$ cat src/rtl/rf_writeback_port.sv
// Register-file write-back port: WB pipeline register, write-port arbiter
// and a small correction queue drained through idle write-port cycles.
module rf_writeback_port #(
  parameter int CORR_DEPTH = 2,
  parameter int CNT_W      = 8
) (
  input  logic             s_clk_i,
  input  logic             s_reset_i,
  input  logic             s_flush_i,
  input  logic             s_ma_we_i,
  input  logic [4:0]       s_ma_rd_i,
  input  logic [31:0]      s_ma_val_i,
  input  logic             s_corr_req_i,
  input  logic [4:0]       s_corr_add_i,
  input  logic [31:0]      s_corr_val_i,
  output logic             s_mawb_we_o,
  output logic [4:0]       s_mawb_rd_o,
  output logic [31:0]      s_mawb_val_o,
  output logic             s_rf_we_o,
  output logic [4:0]       s_rf_add_o,
  output logic [31:0]      s_rf_val_o,
  output logic             s_corr_busy_o,
  output logic             s_corr_ovf_o,
  output logic [CNT_W-1:0] s_corr_drop_cnt_o
);

  localparam int PW = $clog2(CORR_DEPTH);
  localparam int IW = $clog2(CORR_DEPTH + 3);
  localparam logic [PW:0] FULL_CNT = (PW+1)'(CORR_DEPTH);
  localparam logic [31:0] CNT_MAX = 32'((64'd1 << CNT_W) - 64'd1);

  logic [CORR_DEPTH-1:0] q_vld;
  logic [CORR_DEPTH-1:0] clr;
  logic [4:0]            q_add [CORR_DEPTH];
  logic [31:0]           q_val [CORR_DEPTH];
  logic [PW-1:0]         rptr;
  logic [PW-1:0]         wptr;
  logic [PW:0]           cnt;
  logic                  cap;
  logic                  empty;
  logic                  full;
  logic                  pop;
  logic                  push_req;
  logic                  push;
  logic                  drop;
  logic                  push_stale;
  logic [IW-1:0]         inc;
  logic [31:0]           cnt_sum;

  assign cap      = s_ma_we_i & ~s_flush_i & (s_ma_rd_i != 5'd0);
  assign empty    = (cnt == '0);
  assign full     = (cnt == FULL_CNT);
  assign pop      = ~s_mawb_we_o & ~empty;
  assign push_req = s_corr_req_i & (s_corr_add_i != 5'd0);
  assign push     = push_req & (~full | pop);
  assign drop     = push_req & full & ~pop;

  // a new correction is already stale if the pipeline writes that register
  assign push_stale =
    (s_mawb_we_o & (s_corr_add_i == s_mawb_rd_o)) |
    (cap & (s_corr_add_i == s_ma_rd_i));

  assign s_corr_ovf_o  = drop;
  assign s_corr_busy_o = ~empty;

  always_comb begin
    clr = '0;
    for (int i = 0; i < CORR_DEPTH; i++) begin
      clr[i] = s_mawb_we_o & q_vld[i] &
               (q_add[i] == s_mawb_rd_o);
    end
  end

  always_comb begin
    inc = '0;
    for (int i = 0; i < CORR_DEPTH; i++) begin
      inc = inc + IW'(clr[i]);
    end
    inc = inc + IW'(push & push_stale) + IW'(drop);
  end

  assign cnt_sum = 32'(s_corr_drop_cnt_o) + 32'(inc);

  always_comb begin
    s_rf_we_o  = 1'b0;
    s_rf_add_o = '0;
    s_rf_val_o = '0;
    if (s_mawb_we_o) begin
      s_rf_we_o  = 1'b1;
      s_rf_add_o = s_mawb_rd_o;
      s_rf_val_o = s_mawb_val_o;
    end else if (!empty && q_vld[rptr]) begin
      s_rf_we_o  = 1'b1;
      s_rf_add_o = q_add[rptr];
      s_rf_val_o = q_val[rptr];
    end
  end

  always_ff @(posedge s_clk_i or posedge s_reset_i) begin
    if (s_reset_i) begin
      s_mawb_we_o  <= 1'b0;
      s_mawb_rd_o  <= '0;
      s_mawb_val_o <= '0;
    end else begin
      s_mawb_we_o <= cap;
      if (cap) begin
        s_mawb_rd_o  <= s_ma_rd_i;
        s_mawb_val_o <= s_ma_val_i;
      end
    end
  end

  always_ff @(posedge s_clk_i or posedge s_reset_i) begin
    if (s_reset_i) begin
      q_vld             <= '0;
      rptr              <= '0;
      wptr              <= '0;
      cnt               <= '0;
      s_corr_drop_cnt_o <= '0;
    end else begin
      q_vld <= q_vld & ~clr;
      if (pop) begin
        q_vld[rptr] <= 1'b0;
        rptr        <= rptr + 1'b1;
      end
      // push after pop: a full queue reuses the slot being freed
      if (push) begin
        q_vld[wptr] <= ~push_stale;
        wptr        <= wptr + 1'b1;
      end
      if (push && !pop) begin
        cnt <= cnt + 1'b1;
      end else if (pop && !push) begin
        cnt <= cnt - 1'b1;
      end
      if (inc != '0) begin
        s_corr_drop_cnt_o <= (cnt_sum > CNT_MAX) ?
          CNT_MAX[CNT_W-1:0] : cnt_sum[CNT_W-1:0];
      end
    end
  end

  always_ff @(posedge s_clk_i) begin
    if (push) begin
      q_add[wptr] <= s_corr_add_i;
      q_val[wptr] <= s_corr_val_i;
    end
  end

endmodule

$ cat config.mk
export PLATFORM = sky130hd
export DESIGN_NAME = rf_writeback_port
export DESIGN_NICKNAME = d
export VERILOG_FILES = /design/src/rtl/rf_writeback_port.sv
export SDC_FILE = /design/constraint.sdc
export NUM_CORES = 1
export LEC_CHECK = 0
export BUFFER_PORTS_ARGS = -buffer_cell sky130_fd_sc_hd__buf_2
export CORE_UTILIZATION = 40
export DETAILED_ROUTE_END_ITERATION = 12
export PLACE_DENSITY_LB_ADDON = 0.25
export SKIP_LAST_GASP = 1
export SLEW_MARGIN = 0
export SYNTH_ARGS = -nofsm -noshare
export SYNTH_HDL_FRONTEND = slang
export SYNTH_SLANG_ARGS = --single-unit
$ cat constraint.sdc
create_clock -name s_clk_i -period 6.6 [get_ports s_clk_i]
set_input_delay 0.66 -clock s_clk_i [delete_from_list [all_inputs] [get_ports s_clk_i]]
set_output_delay 0.66 -clock s_clk_i [all_outputs]
set_load 0.02 [all_outputs]
==> results.md, run 1 <==
* Die Y at about 120 µm
* # setup viols final at 0
* FF+latch count, synth at 126
* Setup TNS at 0 ps
* Layout net count at 730
* Gr usage total at 19.3%
* Synth top area cells: edfxtp_1 (40%), dfrtp_1 (23%), nand2_1 (10%)
* Largest family of logic cells by synthesized area: simple AND/OR/NAND/NOR gates
* Vias per inst at 4.84
* ANT nets after route at 0
* Area after DPL at around 0.0065 mm²
* Core area at 0.0133 mm²
* Comb pwr share at 30.6%
* Tmin final at roughly 4000 ps
* Worst Setup Slack, final at about 2700 ps
* Slew margin rel. at between 20 and 25%
* CTS Sinks at between 100 and 150
* Total grt overflow at 0
* Synth-to-layout area growth at 28.0%
* DR vias at 4,028
* Post-synthesis sequential area ratio at 63.6%
* Synth area leader: edfxtp_1
* Worst min-delay path category: input pin to flip-flop
* Worst slew pin tran at between 1000 and 1500 ps
* Vias in the first global route at 4,172
* Final-report hold violation count at 0
* Row count at 42
* Most frequent cells after synthesis: nand2_1 (154), edfxtp_1 (74), dfrtp_1 (52), o21ai_0 (40), mux2i_1 (39)
* Multi-input logic area at 0.00187 mm²
* Post-CTS setup buffers at 0
* Yosys cell types at 39
* PortBufs at 164
* Share of the synthesized area in the top cell type at 40.1%
* Fmax at 0.254 GHz
* Flop pwr share at 38.2%
* Clk root buf: clkbuf_16
* Layout Cells excl Fill at 832
* Crit share post-route at 59.6%
* VDD IR-drop max at 0.191 mV
* ANT cells at 0
* CTS buffer count at 17
* Layout cells sized above 1 at 32.0%
* Cts repair resizes at 0
* Hold WS at 433 ps
* CP Class: input pin to flip-flop
* RSZ-0062 raised after global routing: false
* Finished Cell Area at around 0.0071 mm²
* Clock power frac at 31.3%
* Worst Skew at 6.37 ps
* Largest net degree at the start of global routing at 53
* FILL cells at 1,209
* Global-route wire length before repair at just over 20,000 µm
* XOR/XNOR Fraction of Synth Area at under 10%
* Crit-path max FO at 6
* FF/Latch Area at 0.00352 mm²
* Worst r2r path cells at 15
* Psw at 0.963 mW
* Critical Path RT at 6950 ps
* Synth Area in Simple Gates at 13.6%
* Total power at 2.84 mW
* Placed cell count at 800
* Synth Warn # at 0
* # DRC at 0
* Ys async rst share at approximately 41%
* Initial drt markers at 166
* Clk buf depth at 2
* Pins Over Slew Limit at 0
* Run status: completed
* PwrDens at 401 mW/mm²
* Routed WL at approximately 13,000 µm
* H-tree depth at 4
* Net Sw Frac at 33.9%
* Ports at 165
* Full die area at 0.0143 mm²
* Crit path launch type: input pin
* Most numerous cell in the Yosys netlist: nand2_1
* Hold Buf Count CTS at 0
* Worst skew pair latency at 410 ps
* Internal power at 1.88 mW
* Place WS at between 2000 and 2500 ps
* Post-synthesis average cell area at approximately 12 µm²
* Number of flops mapped to enable cells by yosys at 74
* Clock transition at path regs at about 50 ps
* Adder-cell area share of the yosys netlist at 2.08%
* CP arrival at roughly 4300 ps
* WHS Path Cells at 1
* Post-Synthesis Cell Area at 0.00554 mm²
* Max Cap Viol at 0
* Mux contribution to synthesized area at 7.86%
* Initial cell density of the core at 41.5%
* Cells after synthesis at 477
* Top FF cell, synth: edfxtp_1
* Leakage power at 3.32 nW
* Post-layout util at 53.1%
* Wire per inst at 15.8 µm
* Die width at 120 µm
* Synthesized net count at 564
* Initial antenna violation count at 0
* TritonRoute pass-1 iters at 4
* Synth Area in Compound Gates at 5.35%
* Dpl hpwl at slightly below 9000 µm
* Endpoint type of the worst setup path: flip-flop
* CTS tree: built
* GP Congestion at 0.790
## cells by family (layout without fill, tap and decap cells)
group,Yosys count,in the layout
xor+xnor,28,28
simple gates,185,185
fa+ha+maj,8,8
mux,43,43
compound gates,52,52
flops,126,126
buf+inv,35,214
## layer usage
layer / track usage [%] / vias up / routed length [µm]
met5: 0 / - / 0
met3: 5.32 / 21 / 778
met1: 23.2 / 1926 / 5630
met2: 32.3 / 123 / 6500
met4: 8.44 / 0 / 229
li1: - / 1958 / -
## placed cells by master, fill, tap and decap left out, types with 3 or more instances in the layout
master,count
buf_2,164
nand2_1,154
edfxtp_1,74
dfrtp_1,51
o21ai_0,40
mux2i_1,39
clkbuf_16,17
xor2_1,15
xnor2_1,13
inv_1,9
nor2_1,6
nor3_1,6
ha_1,6
buf_4,6
clkbuf_1,5
clkinv_2,4
nor2b_1,3
inv_2,3
nand4_1,3
nand3_1,3
## flip-flops by register name, indices dropped and copies added (netlist names)
| signal | cells |
|---|---|
| q_vld | 2 |
| q_add | 10 |
| s_mawb_rd_o | 5 |
| s_corr_drop_cnt_o | 8 |
| wptr | 1 |
| s_mawb_we_o | 1 |
| rptr | 1 |
| s_mawb_val_o | 32 |
| cnt | 2 |
| q_val | 64 |
## final timing paths
path                       slack [ps]              from                    to
min in group asynchronous         470         s_reset_i      s_mawb_val_o[28]
setup / recovery                 2670   s_corr_add_i[1]  s_corr_drop_cnt_o[5]
hold / removal                    430  s_corr_val_i[12]          q_val[1][12]
max in group asynchronous        5620         s_reset_i                  rptr
setup reg to reg                 2710    s_mawb_rd_o[1]  s_corr_drop_cnt_o[5]
hold reg to reg                   500  s_mawb_val_o[19]      s_mawb_val_o[19]
## worst max-delay path, cell delays in order
cell and delay [ps]:
buf_2 140, or4_4 530, o21ai_2 150, or2b_4 190, inv_2 60, and2_2 170, fa_1 430, ha_1 210
ha_1 340, inv_1 80, fa_1 440, nor2b_1 140, o21a_1 180, nand4_1 260, nand2_1 140, mux2_2 160
## cell type report
cell class	instances	share of cell area, %
clock buffer	24	6.65
clock inverter	8	1.29
inverter	12	0.635
multi-input combinational	316	26.4
sequential	126	49.7
tap	176	3.11
timing repair buffer	170	12.2
## power by group through the flow
stage,Clock (mW),Sequential [mW],Combinational (mW)
after floorplan,0,1.13,0.544
after global placement,0,1.09,0.878
after detailed placement,0,1.10,0.885
after CTS,0.905,1.09,0.889
after global routing,0.939,1.10,0.945
final,0.888,1.08,0.869
No activity file was read; power rests on OpenSTA's default activity.
==> inputs of run 2 (changes only) <==
Settings changed: ABC_AREA set to 1.
Clock period 6.6 ns to 4.03 ns, I/O delays scaled along.
==> run 2 against run 1 <==
Via count is 19% higher. Die area grew 8.4%. Setup slack lost 2100 ps. Largest cell class unchanged.
==> results.md, run 2 <==
* Setup TNS at 0 ps (unchanged)
* Global-route wire length before repair at 24,000 µm (+16%)
* Post-synthesis average cell area at 10.0 µm² (-14%)
* Share of the synthesized area in the top cell type at 37.0% (-3.2 points)
* Leakage power at 3.51 nW (+5.8%)
* Worst slew pin tran at 1200 ps (+75.1 ps)
* DR vias at 4,791 (+19%)
* Initial antenna violation count at 0 (unchanged)
* Post-layout util at 51.7% (-1.4 points)
* Die Y at 125 µm (+4.1%)
* PwrDens at 670 mW/mm² (+67%)
* Hold Buf Count CTS at 0 (unchanged)
* Clk root buf: clkbuf_16
* Slew margin rel. at 19.5% (-5.0 points)
* Fmax at 0.288 GHz
* Core area at 0.0146 mm² (+9.3%)
* Largest family of logic cells by synthesized area: simple AND/OR/NAND/NOR gates
* Tmin final at 3470 ps
* Largest regs: q_val (64), s_mawb_val_o (32), q_add (10)
* VDD IR-drop max at 0.310 mV (+62%)
* Final-report hold violation count at 0 (unchanged)
* RSZ-0062 raised after global routing: false
* Crit path launch type: flip-flop
* Row count at 44 (+4.8%)
* Number of flops mapped to enable cells by yosys at 74 (unchanged)
* Synth area leader: edfxtp_1
* Most frequent cells after synthesis: nand2_1 (126), nor2_1 (95), edfxtp_1 (74), dfrtp_1 (52), inv_1 (52)
* Gr usage total at 19.8% (+0.50 points)
* FF+latch count, synth at 126 (unchanged)
* Most frequent cells in the layout: buf_2 (164), nand2_1 (126), nor2_1 (93)
* Clk buf depth at 2 (unchanged)
* ANT cells at 0 (unchanged)
* Synth top area cells: edfxtp_1 (37%), dfrtp_1 (22%), nand2_1 (7.9%)
* Crit-path max FO at 9 (+3)
* XOR/XNOR Fraction of Synth Area at 1.60% (-2.8 points)
* Most common cell after layout, fill and taps aside: buf_2
* Post-synthesis sequential area ratio at 58.6% (-5.0 points)
* Most numerous cell in the Yosys netlist: nand2_1
* Worst Skew at 5.68 ps (-0.692 ps)
* CP cell instances: nand3_1, nand3_1, a21oi_1, fa_1, ha_1, ha_1, inv_1, fa_1, o21ai_2, nand4_2, o211ai_1
* Synth Warn # at 0 (unchanged)
* # setup viols final at 0 (unchanged)
* Post-Synthesis Cell Area at 0.00601 mm² (+8.6%)
* Yosys cell types at 35 (-10%)
* Layout cells sized above 1 at 31.6% (-0.44 points)
* Vias in the first global route at 4,800 (+15%)
* Top FF cell, synth: edfxtp_1
* Largest Register: q_val
* Layout net count at 850 (+16%)
* Post-CTS setup buffers at 0 (unchanged)
* Full die area at 0.0155 mm² (+8.4%)
* Largest net degree at the start of global routing at 60 (+13%)
* Total power at 5.06 mW (+78%)
* TritonRoute pass-1 iters at 4 (unchanged)
* Total grt overflow at 0 (unchanged)
* Crit share post-route at approximately 86%
* Max Cap Viol at 0 (unchanged)
* Slowest stage delay, CP at 480 ps (-50 ps)
* Multi-input logic area at 0.00211 mm² (+13%)
* Endpoint type of the worst setup path: flip-flop
* Synth Area in Compound Gates at 13.3% (+7.9 points)
* H-tree depth at 4 (unchanged)
* ANT nets after route at 0 (unchanged)
* FF/Latch Area at 0.00353 mm² (about the same)
* GP Congestion at 0.895 (+13%)
* R2r setup slk at 560 ps (-2150 ps)
* Critical path's slowest cell: dfrtp_2
* Initial drt markers at 320 (+93%)
* Dpl hpwl at 9920 µm (+12%)
* # DRC at 0 (unchanged)
* Synth-to-layout area growth at 25.6%
* Clock transition at path regs at 50 ps (about the same)
* FILL cells at 1,316 (+8.9%)
* Cells after synthesis at 599 (+26%)
* Adder-cell area share of the yosys netlist at 1.91% (-0.16 points)
* Initial cell density of the core at 41.2% (-0.28 points)
* Run status: completed
* CTS tree: built
* Synthesized net count at 686 (+22%)
* Pins Over Slew Limit at 0 (unchanged)
* Largest delay share family, worst path: adder cells
* Ys async rst share at 41.3% (unchanged)
* CP Class: flip-flop to flip-flop
* Vias per inst at 4.99 (+3.1%)
* Worst min-delay path category: input pin to async pin
* PortBufs at 164 (unchanged)
* Critical Path RT at 4360 ps (-2590 ps)
* CTS Sinks at 126 (unchanged)
* Number of flip-flops in the largest register at 64 (unchanged)
* Mux contribution to synthesized area at 0% (-7.9 points)
* Worst skew pair latency at 420 ps (about the same)
* WP buf/inv at 1 (-2)
* Die width at 125 µm (+4.1%)
* CTS buffer count at 17 (unchanged)
* Wire per inst at 15.2 µm (-3.4%)
* CP arrival at 3810 ps (-480 ps)
* Cts repair resizes at 0 (unchanged)
* Synth Area in Simple Gates at 18.0% (+4.4 points)
* Routed WL at 14,600 µm (+11%)
* Ports at 165 (unchanged)
run 2: changes by cell type after synthesis, sizes merged, moves of 12 or more:
cell / previous run / this run
o21ai: 43 / 65
nor2: 8 / 96
nand3: 3 / 16
mux2i: 39 / 0
inv: 12 / 57
buf: 10 / 22
nand2: 154 / 129
o211ai: 1 / 37
run 2: final timing paths:
kind / from / cells past startpoint / endpoint
setup / recovery: s_mawb_we_o / 11 / s_corr_drop_cnt_o[6]
hold / removal: s_reset_i / 3 / s_mawb_rd_o[3]
setup reg to reg: s_mawb_we_o / 11 / s_corr_drop_cnt_o[6]
hold reg to reg: cnt[0] / 1 / cnt[0]
max in group asynchronous: s_reset_i / 3 / rptr
min in group s_clk_i: s_corr_val_i[15] / 1 / q_val[0][15]
run 2: kinds of logic (layout without fill, tap and decap cells):
group	after synthesis	after routing
xor+xnor	11	11
simple gates	260	260
buf+inv	85	262
flops	126	126
fa+ha+maj	8	8
compound gates	109	109
run 2: per-layer routing:
| metal | track usage [%] | routed length (µm) | vias to the layer above |
|---|---|---|---|
| met3 | 4.68 | 730 | 27 |
| li1 | - | - | 2340 |
| met5 | 0 | 0 | - |
| met2 | 32.5 | 7250 | 138 |
| met4 | 9.36 | 287 | 0 |
| met1 | 24.4 | 6370 | 2286 |
run 2: report_power, final:
part | internal (mW) | switching, mW | leakage (nW)
combinational | 0.552 | 1.20 | 1.90
sequential | 1.61 | 0.162 | 1.33
clock | 1.00 | 0.529 | 0.283
total | 3.16 | 1.89 | 3.51
run 2: tightest hold or removal path, stage by stage:
cell,delay (ps)
buf_2,100
inv_2,30
buf_4,540
run 2: layout make-up:
cell class | instances | share of cell area (%)
clock buffer | 25 | 6.30
clock inverter | 7 | 1.47
inverter | 58 | 2.88
multi-input combinational | 388 | 27.9
sequential | 126 | 46.7
tap | 184 | 3.05
timing repair buffer | 172 | 11.7
run 2: metrics by stage:
step	instance area (µm²)	setup WS, ps	cells	hold WS, ps
after detailed placement	6960	444	928	487
after global routing	7550	334	960	158
final	7550	559	960	170
after floorplan	6010	819	599	466
after global placement	6960	595	928	484
after CTS	7550	556	960	155
